### src/rtl/shake_ctrl_if.sv
// shake_ctrl_if: handshake and strobe bundle between the SHAKE sequencer and its datapath/host
// Ports (signals):
//   start, in_len, out_len       job request from host
//   din_valid/din_ready          input word stream handshake
//   absorb_en, last_bits         absorb strobe and valid bits of current input word
//   pad_en, pad_pos              padding strobe and first pad byte offset
//   perm_start/perm_done         permutation engine request/completion
//   dout_valid/dout_ready        squeezed word handshake, dout_last marks final word
//   word_idx                     current lane within block
//   busy, done                   job status
// master: the sequencer (shake_ctrl); slave: host/datapath side
interface shake_ctrl_if #(
    parameter int LEN_WIDTH = 32
);
    logic                 start;
    logic [LEN_WIDTH-1:0] in_len;
    logic [LEN_WIDTH-1:0] out_len;
    logic                 din_valid;
    logic                 din_ready;
    logic                 absorb_en;
    logic [6:0]           last_bits;
    logic                 pad_en;
    logic [10:0]          pad_pos;
    logic                 perm_start;
    logic                 perm_done;
    logic                 dout_valid;
    logic                 dout_ready;
    logic                 dout_last;
    logic [4:0]           word_idx;
    logic                 busy;
    logic                 done;

    modport master (
        input  start, in_len, out_len, din_valid, perm_done, dout_ready,
        output din_ready, absorb_en, last_bits, pad_en, pad_pos, perm_start,
               dout_valid, dout_last, word_idx, busy, done
    );

    modport slave (
        output start, in_len, out_len, din_valid, perm_done, dout_ready,
        input  din_ready, absorb_en, last_bits, pad_en, pad_pos, perm_start,
               dout_valid, dout_last, word_idx, busy, done
    );
endinterface

### src/rtl/shake_ctrl.sv
// shake_ctrl: SHAKE job sequencer metering absorb words, padding, permutations and squeeze words
// Ports:
//   clk        clock
//   rst        synchronous active-high reset, aborts any job without a done pulse
//   bus        shake_ctrl_if.master, all job/stream/strobe signals
module shake_ctrl #(
    parameter int W          = 64,
    parameter int LEN_WIDTH  = 32,
    parameter int RATE_WORDS = 21
) (
    input logic          clk,
    input logic          rst,
    shake_ctrl_if.master bus
);
    typedef enum logic [2:0] {IDLE, ABSORB, PAD, PERM, SQUEEZE} state_t;

    localparam logic [LEN_WIDTH-1:0] W_LEN = LEN_WIDTH'(W);
    localparam logic [4:0]           RATE  = 5'(RATE_WORDS);

    state_t               state_q, state_d;
    logic [LEN_WIDTH-1:0] rem_in_q, rem_in_d;
    logic [LEN_WIDTH-1:0] rem_out_q, rem_out_d;
    logic [4:0]           word_idx_q, word_idx_d;
    logic [10:0]          pad_pos_q, pad_pos_d;
    logic                 pad_pending_q, pad_pending_d;
    logic                 squeeze_next_q, squeeze_next_d;
    logic                 perm_start_q;
    logic                 done_q, done_d;

    logic [LEN_WIDTH-1:0] in_take, out_take;
    logic [4:0]           idx_inc;
    logic                 in_hs, out_hs;

    // Bits consumed/produced by the current word: min(remaining, W)
    assign in_take  = rem_in_q < W_LEN ? rem_in_q : W_LEN;
    assign out_take = rem_out_q < W_LEN ? rem_out_q : W_LEN;
    assign idx_inc  = word_idx_q + 5'd1;
    assign in_hs    = state_q == ABSORB && rem_in_q != '0 && bus.din_valid;
    assign out_hs   = state_q == SQUEEZE && bus.dout_ready;

    always_ff @(posedge clk) begin
        if (rst) begin
            state_q        <= IDLE;
            rem_in_q       <= '0;
            rem_out_q      <= '0;
            word_idx_q     <= '0;
            pad_pos_q      <= '0;
            pad_pending_q  <= 1'b0;
            squeeze_next_q <= 1'b0;
            perm_start_q   <= 1'b0;
            done_q         <= 1'b0;
        end else begin
            state_q        <= state_d;
            rem_in_q       <= rem_in_d;
            rem_out_q      <= rem_out_d;
            word_idx_q     <= word_idx_d;
            pad_pos_q      <= pad_pos_d;
            pad_pending_q  <= pad_pending_d;
            squeeze_next_q <= squeeze_next_d;
            // request is issued only on the cycle PERM is entered
            perm_start_q   <= state_d == PERM && state_q != PERM;
            done_q         <= done_d;
        end
    end

    always_comb begin
        state_d        = state_q;
        rem_in_d       = rem_in_q;
        rem_out_d      = rem_out_q;
        word_idx_d     = word_idx_q;
        pad_pos_d      = pad_pos_q;
        pad_pending_d  = pad_pending_q;
        squeeze_next_d = squeeze_next_q;
        done_d         = 1'b0;
        case (state_q)
            IDLE: begin
                if (bus.start) begin
                    rem_in_d       = bus.in_len;
                    rem_out_d      = bus.out_len;
                    word_idx_d     = '0;
                    pad_pos_d      = '0;
                    pad_pending_d  = 1'b0;
                    squeeze_next_d = 1'b0;
                    state_d        = ABSORB;
                end
            end
            ABSORB: begin
                if (rem_in_q == '0) begin
                    state_d = PAD;
                end else if (in_hs) begin
                    rem_in_d   = rem_in_q - in_take;
                    word_idx_d = idx_inc;
                    // pad_pos tracks bytes absorbed into the current block
                    pad_pos_d  = pad_pos_q + 11'(in_take >> 3);
                    if (idx_inc == RATE) begin
                        // a message ending exactly on a block boundary pads into a fresh block
                        pad_pending_d = rem_in_d == '0;
                        state_d       = PERM;
                    end else if (rem_in_d == '0) begin
                        state_d = PAD;
                    end
                end
            end
            PAD: begin
                pad_pending_d  = 1'b0;
                squeeze_next_d = 1'b1;
                state_d        = PERM;
            end
            PERM: begin
                if (bus.perm_done) begin
                    word_idx_d = '0;
                    pad_pos_d  = '0;
                    if (pad_pending_q) begin
                        state_d = PAD;
                    end else if (squeeze_next_q && rem_out_q == '0) begin
                        state_d = IDLE;
                        done_d  = 1'b1;
                    end else begin
                        state_d = squeeze_next_q ? SQUEEZE : ABSORB;
                    end
                end
            end
            SQUEEZE: begin
                if (out_hs) begin
                    rem_out_d  = rem_out_q - out_take;
                    word_idx_d = idx_inc;
                    if (rem_out_d == '0) begin
                        state_d = IDLE;
                        done_d  = 1'b1;
                    end else if (idx_inc == RATE) begin
                        state_d = PERM;
                    end
                end
            end
            default: state_d = IDLE;
        endcase
    end

    assign bus.busy       = state_q != IDLE;
    assign bus.din_ready  = state_q == ABSORB && rem_in_q != '0;
    assign bus.absorb_en  = in_hs;
    assign bus.last_bits  = rem_in_q == '0 ? 7'(W) : 7'(in_take);
    assign bus.pad_en     = state_q == PAD;
    assign bus.pad_pos    = pad_pos_q;
    assign bus.perm_start = perm_start_q;
    assign bus.dout_valid = state_q == SQUEEZE;
    assign bus.dout_last  = state_q == SQUEEZE && rem_out_q <= W_LEN;
    assign bus.word_idx   = word_idx_q;
    assign bus.done       = done_q;
endmodule

### src/flat_wrapper.sv
// flat-port wrapper written by rule: the top's interface ports become plain ports
module shake_ctrl_flat 
#(
    parameter int W          = 64,
    parameter int LEN_WIDTH  = 32,
    parameter int RATE_WORDS = 21
)
  (clk, rst, bus_start, bus_in_len, bus_out_len, bus_din_valid, bus_perm_done, bus_dout_ready, bus_din_ready, bus_absorb_en, bus_last_bits, bus_pad_en, bus_pad_pos, bus_perm_start, bus_dout_valid, bus_dout_last, bus_word_idx, bus_busy, bus_done);
  shake_ctrl_if #(.LEN_WIDTH(LEN_WIDTH)) bus_i ();
  input logic clk;
  input logic rst;
  input wire logic [$bits(bus_i.start)-1:0] bus_start;
  input wire logic [$bits(bus_i.in_len)-1:0] bus_in_len;
  input wire logic [$bits(bus_i.out_len)-1:0] bus_out_len;
  input wire logic [$bits(bus_i.din_valid)-1:0] bus_din_valid;
  input wire logic [$bits(bus_i.perm_done)-1:0] bus_perm_done;
  input wire logic [$bits(bus_i.dout_ready)-1:0] bus_dout_ready;
  output wire logic [$bits(bus_i.din_ready)-1:0] bus_din_ready;
  output wire logic [$bits(bus_i.absorb_en)-1:0] bus_absorb_en;
  output wire logic [$bits(bus_i.last_bits)-1:0] bus_last_bits;
  output wire logic [$bits(bus_i.pad_en)-1:0] bus_pad_en;
  output wire logic [$bits(bus_i.pad_pos)-1:0] bus_pad_pos;
  output wire logic [$bits(bus_i.perm_start)-1:0] bus_perm_start;
  output wire logic [$bits(bus_i.dout_valid)-1:0] bus_dout_valid;
  output wire logic [$bits(bus_i.dout_last)-1:0] bus_dout_last;
  output wire logic [$bits(bus_i.word_idx)-1:0] bus_word_idx;
  output wire logic [$bits(bus_i.busy)-1:0] bus_busy;
  output wire logic [$bits(bus_i.done)-1:0] bus_done;
  assign bus_i.start = bus_start;
  assign bus_i.in_len = bus_in_len;
  assign bus_i.out_len = bus_out_len;
  assign bus_i.din_valid = bus_din_valid;
  assign bus_i.perm_done = bus_perm_done;
  assign bus_i.dout_ready = bus_dout_ready;
  assign bus_din_ready = bus_i.din_ready;
  assign bus_absorb_en = bus_i.absorb_en;
  assign bus_last_bits = bus_i.last_bits;
  assign bus_pad_en = bus_i.pad_en;
  assign bus_pad_pos = bus_i.pad_pos;
  assign bus_perm_start = bus_i.perm_start;
  assign bus_dout_valid = bus_i.dout_valid;
  assign bus_dout_last = bus_i.dout_last;
  assign bus_word_idx = bus_i.word_idx;
  assign bus_busy = bus_i.busy;
  assign bus_done = bus_i.done;
  shake_ctrl #(.W(W), .LEN_WIDTH(LEN_WIDTH), .RATE_WORDS(RATE_WORDS)) u_core (.clk(clk), .rst(rst), .bus(bus_i));
endmodule
### config.mk
export PLATFORM = sky130hd
export DESIGN_NAME = shake_ctrl_flat
export DESIGN_NICKNAME = d
export VERILOG_FILES = /design/src/rtl/shake_ctrl_if.sv /design/src/rtl/shake_ctrl.sv /design/src/flat_wrapper.sv
export SDC_FILE = /design/constraint.sdc
export NUM_CORES = 1
export LEC_CHECK = 0
export CORE_MARGIN = 3
export CORE_UTILIZATION = 35
export CTS_CLUSTER_DIAMETER = 60
export DETAILED_ROUTE_END_ITERATION = 12
export HOLD_SLACK_MARGIN = 0.12
export PLACE_DENSITY = 0.53
export SYNTH_ARGS = -nofsm -noshare
export SYNTH_HDL_FRONTEND = slang
export SYNTH_SLANG_ARGS = --single-unit
### constraint.sdc
create_clock -name clk -period 4.85 [get_ports clk]
set_input_delay 0.485 -clock clk [delete_from_list [all_inputs] [get_ports clk]]
set_output_delay 0.485 -clock clk [all_outputs]
set_load 0.1 [all_outputs]
==> impl_metrics.ini, run 1 <==
[worst_setup_path]
crit_required_ns = 5.09
crit_path_end_kind = flop
start_kind = flop
crit_type = reg -> reg
path_max_fanout = 8
arrival_ns = 4.75

[drt]
wl_um = 21200
first_pass_iters = 5
drc = 0
vias = 6973
drtAntennaViolNets = 0
viasPerCell = 5.77
drt-initial-drc-count = 536
wl_per_cell_um = 17.5

[cts]
cts_buffers = 9
clk_latency_ns = 0.35
ctsHoldBuffers = 0
cts_root_buf = clkbuf_16
clock_sink_count = 87
cts_tree = done
cts.path.max_buffers = 2
ctsResizeCount = 0
post_cts.repair.setup_buffers = 0
clk_pin_slew_worst_paths_ns = 0.07
h-tree-depth = 3

[yosys]
synth_top_area_frac = 0.276
avgSynthCellArea_um2 = 7.02
synthFlopType = dfxtp_1
synth_most_common_cell = nor2_1
synthTopCellsByCount = nor2_1, nand2_1, dfxtp_1
syn-cell-area_mm2 = 0.00630
synth-seq-cells = 87
yosys_warnings = 0
synth_largest_area_cell = dfxtp_1
synth-edff-count = 0
synthTopCellsByArea = dfxtp_1, nor2_1, o21ai_0, nand2_1, a21oi_1
synthArstFlopShare = 0
synth_cell_types = 70
syn_inst = 897
seq_area_frac_synth = 0.276

[sta]
worst_pin_slew_ns = 1.01
fin_worst_skew_ns = 0.00649
setup_viol = 0
finalCritPeriodShare = 0.931
fmax_mhz = 222
finalSetupTns_ns = 0
slew_headroom = 0.329
hold_violations = 0
slew_violations = 0
min_period_ns = 4.51
rsz0062_at_grt = false
hold_ws_ns = 0.484

[global_routing]
grtUsageTotal = 0.213
first_global_vias = 6498
grt_max_degree = 52
grt_antenna_before_repair = 0
grtUsageMet2 = 0.340
use_met3 = 0.0273
grt_pass1_wl_um = 34600
grt_use_met1 = 0.294
grt-ovfl-total = 0
top_usage_layer = met2

[placed_design]
io_buffers = 100
place_inst = 1192
dp_hpwl_um = 15200
routabilityCongestion = 0.975

[floorplanning]
core_mm2 = 0.0175
start_util = 0.360
die_area_mm2 = 0.0196
boundaryPins = 101
die_w_um = 140
die_h_um = 140
row_count = 48

[hold_path]
min_path_type = reg -> reg

[final_layout]
drive_above_1_share = 0.0641
final_nets = 1063
fin_util = 0.450
final_cells = 1208
syn_to_final_growth_pct = 24.7
antennaDiodeCount = 0

[power_and_ir_drop]
p_total_mw = 2.37
ir_drop_mv = 0.187
power_density_mw_per_mm2 = 302
p_leak_nw = 2.97

[run]
max-cap-violations = 0

[status]
status = complete, no violations
## where the power goes
part	internal (mW)	total (mW)	switching (mW)
Sequential	0.765	0.844	0.0788
Clock	0.443	0.756	0.313
Combinational	0.294	0.770	0.476
## cell families (layout without fill, tap and decap cells)
kind of cell	after synthesis	in the layout	synth area share
AO/OA/AOI/OAI	295	295	0.303
flip-flops	87	87	0.276
multiplexers	2	2	0.00318
adder cells (fa/ha/maj)	15	15	0.0310
XOR/XNOR	17	17	0.0236
buffers and inverters	82	162	0.0502
AND/OR/NAND/NOR	397	397	0.311
other	2	8	0.00119
## critical path, stage by stage, from the launching register on
cell and delay, ns:
dfxtp_1 0.39, or4_1 0.65, nor3_1 0.34, nand3_1 0.14, nand2_1 0.10, ha_1 0.27
or3b_2 0.46, nor4_1 0.32, a21oi_1 0.23, or2_2 0.37, a211o_1 0.30, nor4_4 0.33
a311oi_2 0.18, o31a_1 0.32
## layout by cell type, fill, tap and decap left out, types with 6 or more instances in the layout
master / n
clkdlybuf4s50_1: 95
clkbuf_16: 9
nand2_1: 95
a22oi_1: 32
a311oi_1: 6
a22o_1: 7
o21ai_0: 73
and3_1: 11
or4_1: 14
o211ai_1: 6
buf_4: 28
nor4_1: 23
nand3_1: 17
xor2_1: 8
o22ai_1: 7
nand4_1: 10
ha_1: 14
xnor2_1: 9
nor2_1: 129
dfxtp_1: 87
o31ai_1: 9
a211oi_1: 15
inv_1: 22
nor2b_1: 8
conb_1: 8
a21oi_1: 70
nor3_1: 38
or3_1: 17
a31oi_1: 12
a21o_1: 10
## sequential cells by signal, indices dropped and copies added (netlist names)
| signal | flops |
|---|---|
| u_core.pad_pending_q | 1 |
| u_core.bus.done | 1 |
| u_core.bus.word_idx | 5 |
| u_core.bus.pad_pos | 11 |
| u_core.rem_out_q | 32 |
| u_core.squeeze_next_q | 1 |
| u_core.state_q | 3 |
| u_core.rem_in_q | 32 |
| u_core.bus.perm_start | 1 |
## final timing paths
kind | start | to | slack, ns | depth (start not counted)
setup / recovery | u_core.rem_out_q[23] | u_core.state_q[0] | 0.34 | 13
hold / removal | u_core.rem_out_q[31] | u_core.rem_out_q[31] | 0.48 | 2
setup reg to reg | u_core.rem_out_q[23] | u_core.state_q[0] | 0.34 | 13
hold reg to reg | u_core.rem_out_q[31] | u_core.rem_out_q[31] | 0.48 | 2
## metal layers
metal | vias to the layer above | part of all wire
li1 | 3499 | -
met2 | 227 | 0.46
met1 | 3209 | 0.46
met3 | 38 | 0.052
met4 | 0 | 0.026
met5 | - | 0
## final cells by class
cell class / instances / area [um2]
Fill cell: 1849 / 9620
Multi-Input combinational cell: 734 / 4270
Sequential cell: 87 / 1740
Timing Repair Buffer: 124 / 1170
Tap cell: 225 / 282
Clock buffer: 12 / 267
Inverter: 22 / 82.6
Clock inverter: 4 / 52.6
## through the flow
step           worst slack (ns)  area [um2]
6_report                  0.337        7860
5_1_grt                  0.0972        7860
4_1_cts                   0.415        7860
3_5_place_dp              0.441        7540
3_3_place_gp              0.480        7540
2_1_floorplan             0.375        6320
Power figures use the tool's default switching activity.
==> run 2, diff against run 1 <==
--- a/config.mk
+++ b/config.mk
@@ -11,6 +11,7 @@
 export DETAILED_ROUTE_END_ITERATION = 12
 export HOLD_SLACK_MARGIN = 0.12
 export PLACE_DENSITY = 0.53
+export REMOVE_ABC_BUFFERS = 1
 export SYNTH_ARGS = -nofsm -noshare
 export SYNTH_HDL_FRONTEND = slang
 export SYNTH_SLANG_ARGS = --single-unit
==> impl_metrics.ini, run 2 (same netlist as run 1, synthesis figures left out) <==
[final_layout]
fillers = 1841
multiInputGateArea_mm2 = 0.00428
layout_common_cells = nor2_1, nand2_1, clkdlybuf4s50_1
regArea_mm2 = 0.00174
final_nets = 1059
final_common_cell = nor2_1
syn_to_final_growth_pct = 24.1
drive_above_1_share = 0.0603
antennaDiodeCount = 0

[worst_setup_path]
crit_type = reg -> reg
start_kind = flop
cp_slowest_cell = or4_1
critPathTopFamily = simple AND/OR/NAND/NOR gates
arrival_ns = 4.68
crit_required_ns = 5.09
cp_cell_sequence = or4_1 -> nor3_2 -> nand3_1 -> nand2_1 -> ha_1 -> or4_1 -> nor4b_1 -> o2111ai_1 -> a221oi_1 -> or4b_4 -> nor4_4 -> a311oi_2 -> o31a_1
max_stage_delay_ns = 0.70
crit_path_end_kind = flop
path_common_cell = or4_1
path_max_fanout = 10
path_buf_inv = 0

[sta]
finalCritPeriodShare = 0.915
setup_ws_ns = 0.413
hold_violations = 0
worst_pin_slew_ns = 0.991
slew_violations = 0
fin_worst_skew_ns = 0.00868
finalSetupTns_ns = 0
slew_headroom = 0.337
rsz0062_at_grt = false
setup_viol = 0
min_period_ns = 4.44
fmax_mhz = 225

[drt]
vias = 6926
drt-initial-drc-count = 494
wl_um = 21200
drtAntennaViolNets = 0
viasPerCell = 5.76
first_pass_iters = 5
drc = 0
wl_per_cell_um = 17.6

[floorplanning]
die_h_um = 140
die_area_mm2 = 0.0196
core_mm2 = 0.0175
die_w_um = 140
boundaryPins = 101
start_util = 0.360
row_count = 48

[placed_design]
io_buffers = 100
dp_hpwl_um = 15400
pre_cts_slack_ns = 0.315
routabilityCongestion = 0.913

[global_routing]
first_global_vias = 6359
grtUsageTotal = 0.211
grt_antenna_before_repair = 0
grt-ovfl-total = 0
grt_pass1_wl_um = 34100
grt_max_degree = 48

[cts]
ctsResizeCount = 0
cts_buffers = 9
clk_latency_ns = 0.35
h-tree-depth = 3
clk_pin_slew_worst_paths_ns = 0.06
cts.path.max_buffers = 2
post_cts.repair.setup_buffers = 0
cts_tree = done
ctsHoldBuffers = 0
cts_root_buf = clkbuf_16
clock_sink_count = 87

[status]
status = complete, no violations

[hold_path]
min_path_type = reg -> reg

[run]
max-cap-violations = 0

[power_and_ir_drop]
ir_drop_mv = 0.192
power_density_mw_per_mm2 = 299
p_leak_nw = 2.94
run 2: cell count changes in the layout (fill, tap and decap cells not counted), sizes merged:
cell,before,now
clkinv,3,1
clkinvlp,0,1
buf,29,25
run 2: through the flow:
step | std cells | hold slack, ns | area (um2) | power, mW | util
floorplan | 843 | 0.439 | 6090 | 1.34 | -
global placement | 1188 | 0.469 | 7510 | 1.62 | 0.430
detailed placement | 1188 | 0.474 | 7510 | 1.61 | 0.430
CTS | 1203 | 0.482 | 7810 | 2.35 | 0.447
global route | 1203 | 0.516 | 7820 | 2.47 | 0.447
finish | 1203 | 0.477 | 7820 | 2.34 | 0.447
run 2: per-layer routing:
metal  part of all wire  global-route usage
met2               0.46               0.344
met1               0.48               0.295
met3              0.044              0.0249
met5                  0                   0
met4              0.015              0.0602
run 2: area by class of cell:
| type | instances | share of cell area |
|---|---|---|
| multi-input combinational | 734 | 0.547 |
| clock buffer | 12 | 0.0328 |
| tap | 225 | 0.0360 |
| sequential | 87 | 0.223 |
| timing repair buffer | 120 | 0.145 |
| inverter | 22 | 0.0106 |
| clock inverter | 3 | 0.00544 |
run 2: report_power, final:
group	switching, mW	internal [mW]	total (mW)
combinational	0.472	0.288	0.760
sequential	0.0829	0.765	0.848
clock	0.307	0.425	0.732
total	0.862	1.48	2.34
run 2: worst paths after layout:
check                        from  depth (start not counted)                   end  slack [ns]
max reg2reg  u_core.rem_out_q[22]                         13     u_core.state_q[0]        0.41
min          u_core.rem_out_q[31]                          2  u_core.rem_out_q[31]        0.48
min reg2reg  u_core.rem_out_q[31]                          2  u_core.rem_out_q[31]        0.48
max          u_core.rem_out_q[22]                         13     u_core.state_q[0]        0.41
run 2: worst register-to-register path, stage by stage, from the launching register on:
cell       delay, ns
dfxtp_1         0.39
or4_1           0.70
nor3_2          0.27
nand3_1         0.13
nand2_1         0.10
ha_1            0.25
or4_1           0.40
nor4b_1         0.35
o2111ai_1       0.18
a221oi_1        0.22
or4b_4          0.50
nor4_4          0.36
a311oi_2        0.17
o31a_1          0.31
==> run 3, diff against run 2 <==
--- a/config.mk
+++ b/config.mk
@@ -5,6 +5,7 @@
 export SDC_FILE = /design/constraint.sdc
 export NUM_CORES = 1
 export LEC_CHECK = 0
+export CORE_ASPECT_RATIO = 0.8
 export CORE_MARGIN = 3
 export CORE_UTILIZATION = 35
 export CTS_CLUSTER_DIAMETER = 60
==> impl_metrics.ini, run 3 (same netlist as run 1, synthesis figures left out) <==
[status]
status = complete, no violations

[cts]
cts_buffers = 9
clk_latency_ns = 0.35
post_cts.repair.setup_buffers = 0
cts.path.max_buffers = 2
ctsHoldBuffers = 0
ctsResizeCount = 0
h-tree-depth = 3
clk_pin_slew_worst_paths_ns = 0.07
cts_root_buf = clkbuf_16
clock_sink_count = 87
cts_tree = done

[worst_setup_path]
crit_path_end_kind = flop
crit_type = reg -> reg
crit_required_ns = 5.09
cp_cell_sequence = or4_1 -> nor3_1 -> nand3_1 -> nand2_1 -> ha_1 -> or4_1 -> nor4b_1 -> o2111ai_1 -> a221oi_1 -> or4b_4 -> nor4_4 -> a311oi_2 -> o31a_1
max_stage_delay_ns = 0.67
critPathTopFamily = simple AND/OR/NAND/NOR gates
arrival_ns = 4.77
cp_slowest_cell = or4_1
path_buf_inv = 0
path_max_fanout = 8
start_kind = flop
path_common_cell = or4_1

[power_and_ir_drop]
swShare = 0.383
p_seq_frac = 0.367
power_density_mw_per_mm2 = 295
p_sw_mw = 0.883
combPwrFrac = 0.336
clkPwrFrac = 0.296
p_leak_nw = 2.95
ir_drop_mv = 0.152
p_total_mw = 2.31
p_int_mw = 1.42

[final_layout]
drive_above_1_share = 0.0630
final_nets = 1064
regArea_mm2 = 0.00174
syn_to_final_growth_pct = 24.2
multiInputGateArea_mm2 = 0.00427
final_common_cell = nor2_1
fillers = 1794
fin_util = 0.447
layout_common_cells = nor2_1, nand2_1, clkdlybuf4s50_1
antennaDiodeCount = 0

[drt]
viasPerCell = 5.84
drt-met1-wl_um = 11000
drc = 0
first_pass_iters = 5
met3_length_um = 1660
drt-initial-drc-count = 670
top_layer = met4
wl_per_cell_um = 17.9
wl_um = 21600
vias = 7065
drtAntennaViolNets = 0
wl_met2_um = 8660

[global_routing]
grt_max_degree = 52
grt_pass1_wl_um = 34700
grt_antenna_before_repair = 0
grt-ovfl-total = 0
first_global_vias = 6365
grtUsageTotal = 0.216

[sta]
finalCritPeriodShare = 0.934
fmax_mhz = 221
slew_headroom = 0.340
setup_viol = 0
fin_worst_skew_ns = 0.00748
slew_violations = 0
hold_violations = 0
worst_pin_slew_ns = 0.987
rsz0062_at_grt = false
finalSetupTns_ns = 0
min_period_ns = 4.53

[placed_design]
io_buffers = 100
routabilityCongestion = 0.954
dp_hpwl_um = 15500

[floorplanning]
die_area_mm2 = 0.0197
core_mm2 = 0.0175
row_count = 43
die_h_um = 126
die_w_um = 156
start_util = 0.360
boundaryPins = 101

[hold_path]
min_path_type = reg -> reg

[run]
max-cap-violations = 0
==> run 3: changes by cell type in the layout (fill, tap and decap cells not counted), sizes merged <==
| cell | change |
|---|---|
| buf | +5 |
| bufinv | -1 |
| clkinv | +1 |
| inv | +1 |
==> run 3: path summary, 6_finish.rpt <==
path                                      startpoint  cells after the start  slack [ns]                   end
worst max-delay path            u_core.rem_out_q[23]                     13        0.32     u_core.state_q[0]
worst min-delay path            u_core.rem_out_q[31]                      2        0.48  u_core.rem_out_q[31]
worst max register to register  u_core.rem_out_q[23]                     13        0.32     u_core.state_q[0]
worst min register to register  u_core.rem_out_q[31]                      2        0.48  u_core.rem_out_q[31]
==> run 3: power by group through the flow <==
stage / clock network [mW] / logic [mW] / registers (mW)
global route: 0.730 / 0.853 / 0.854
global placement: 0 / 0.770 / 0.859
floorplan: 0 / 0.474 / 0.864
finish: 0.683 / 0.775 / 0.847
detailed placement: 0 / 0.762 / 0.859
CTS: 0.704 / 0.766 / 0.842
==> run 3: through the flow <==
step	area, um2	hold slack, ns	worst slack, ns	cells
CTS	7820	0.476	0.375	1209
floorplan	6090	0.439	0.199	843
finish	7820	0.479	0.321	1209
global route	7820	0.530	0.120	1209
global placement	7550	0.466	0.453	1193
detailed placement	7550	0.464	0.402	1193
==> run 3: final cells by class <==
class | count | area share
inverters | 22 | 0.0106
clock inverters | 4 | 0.00384
multi-input cells | 734 | 0.545
well taps | 225 | 0.0360
flip-flops and latches | 87 | 0.223
clock buffers | 12 | 0.0315
repair buffers | 125 | 0.150
==> run 3: routing by layer <==
| layer | global-route usage | vias up |
|---|---|---|
| met4 | 0.0467 | 0 |
| met2 | 0.293 | 287 |
| met1 | 0.344 | 3245 |
| met3 | 0.0436 | 28 |
| li1 | - | 3505 |
| met5 | 0 | - |
==> run 3: tightest hold or removal path, cell delays in order, from the launching register on <==
cell and delay, ns:
dfxtp_1 0.30, o21ai_0 0.07, a21oi_1 0.06
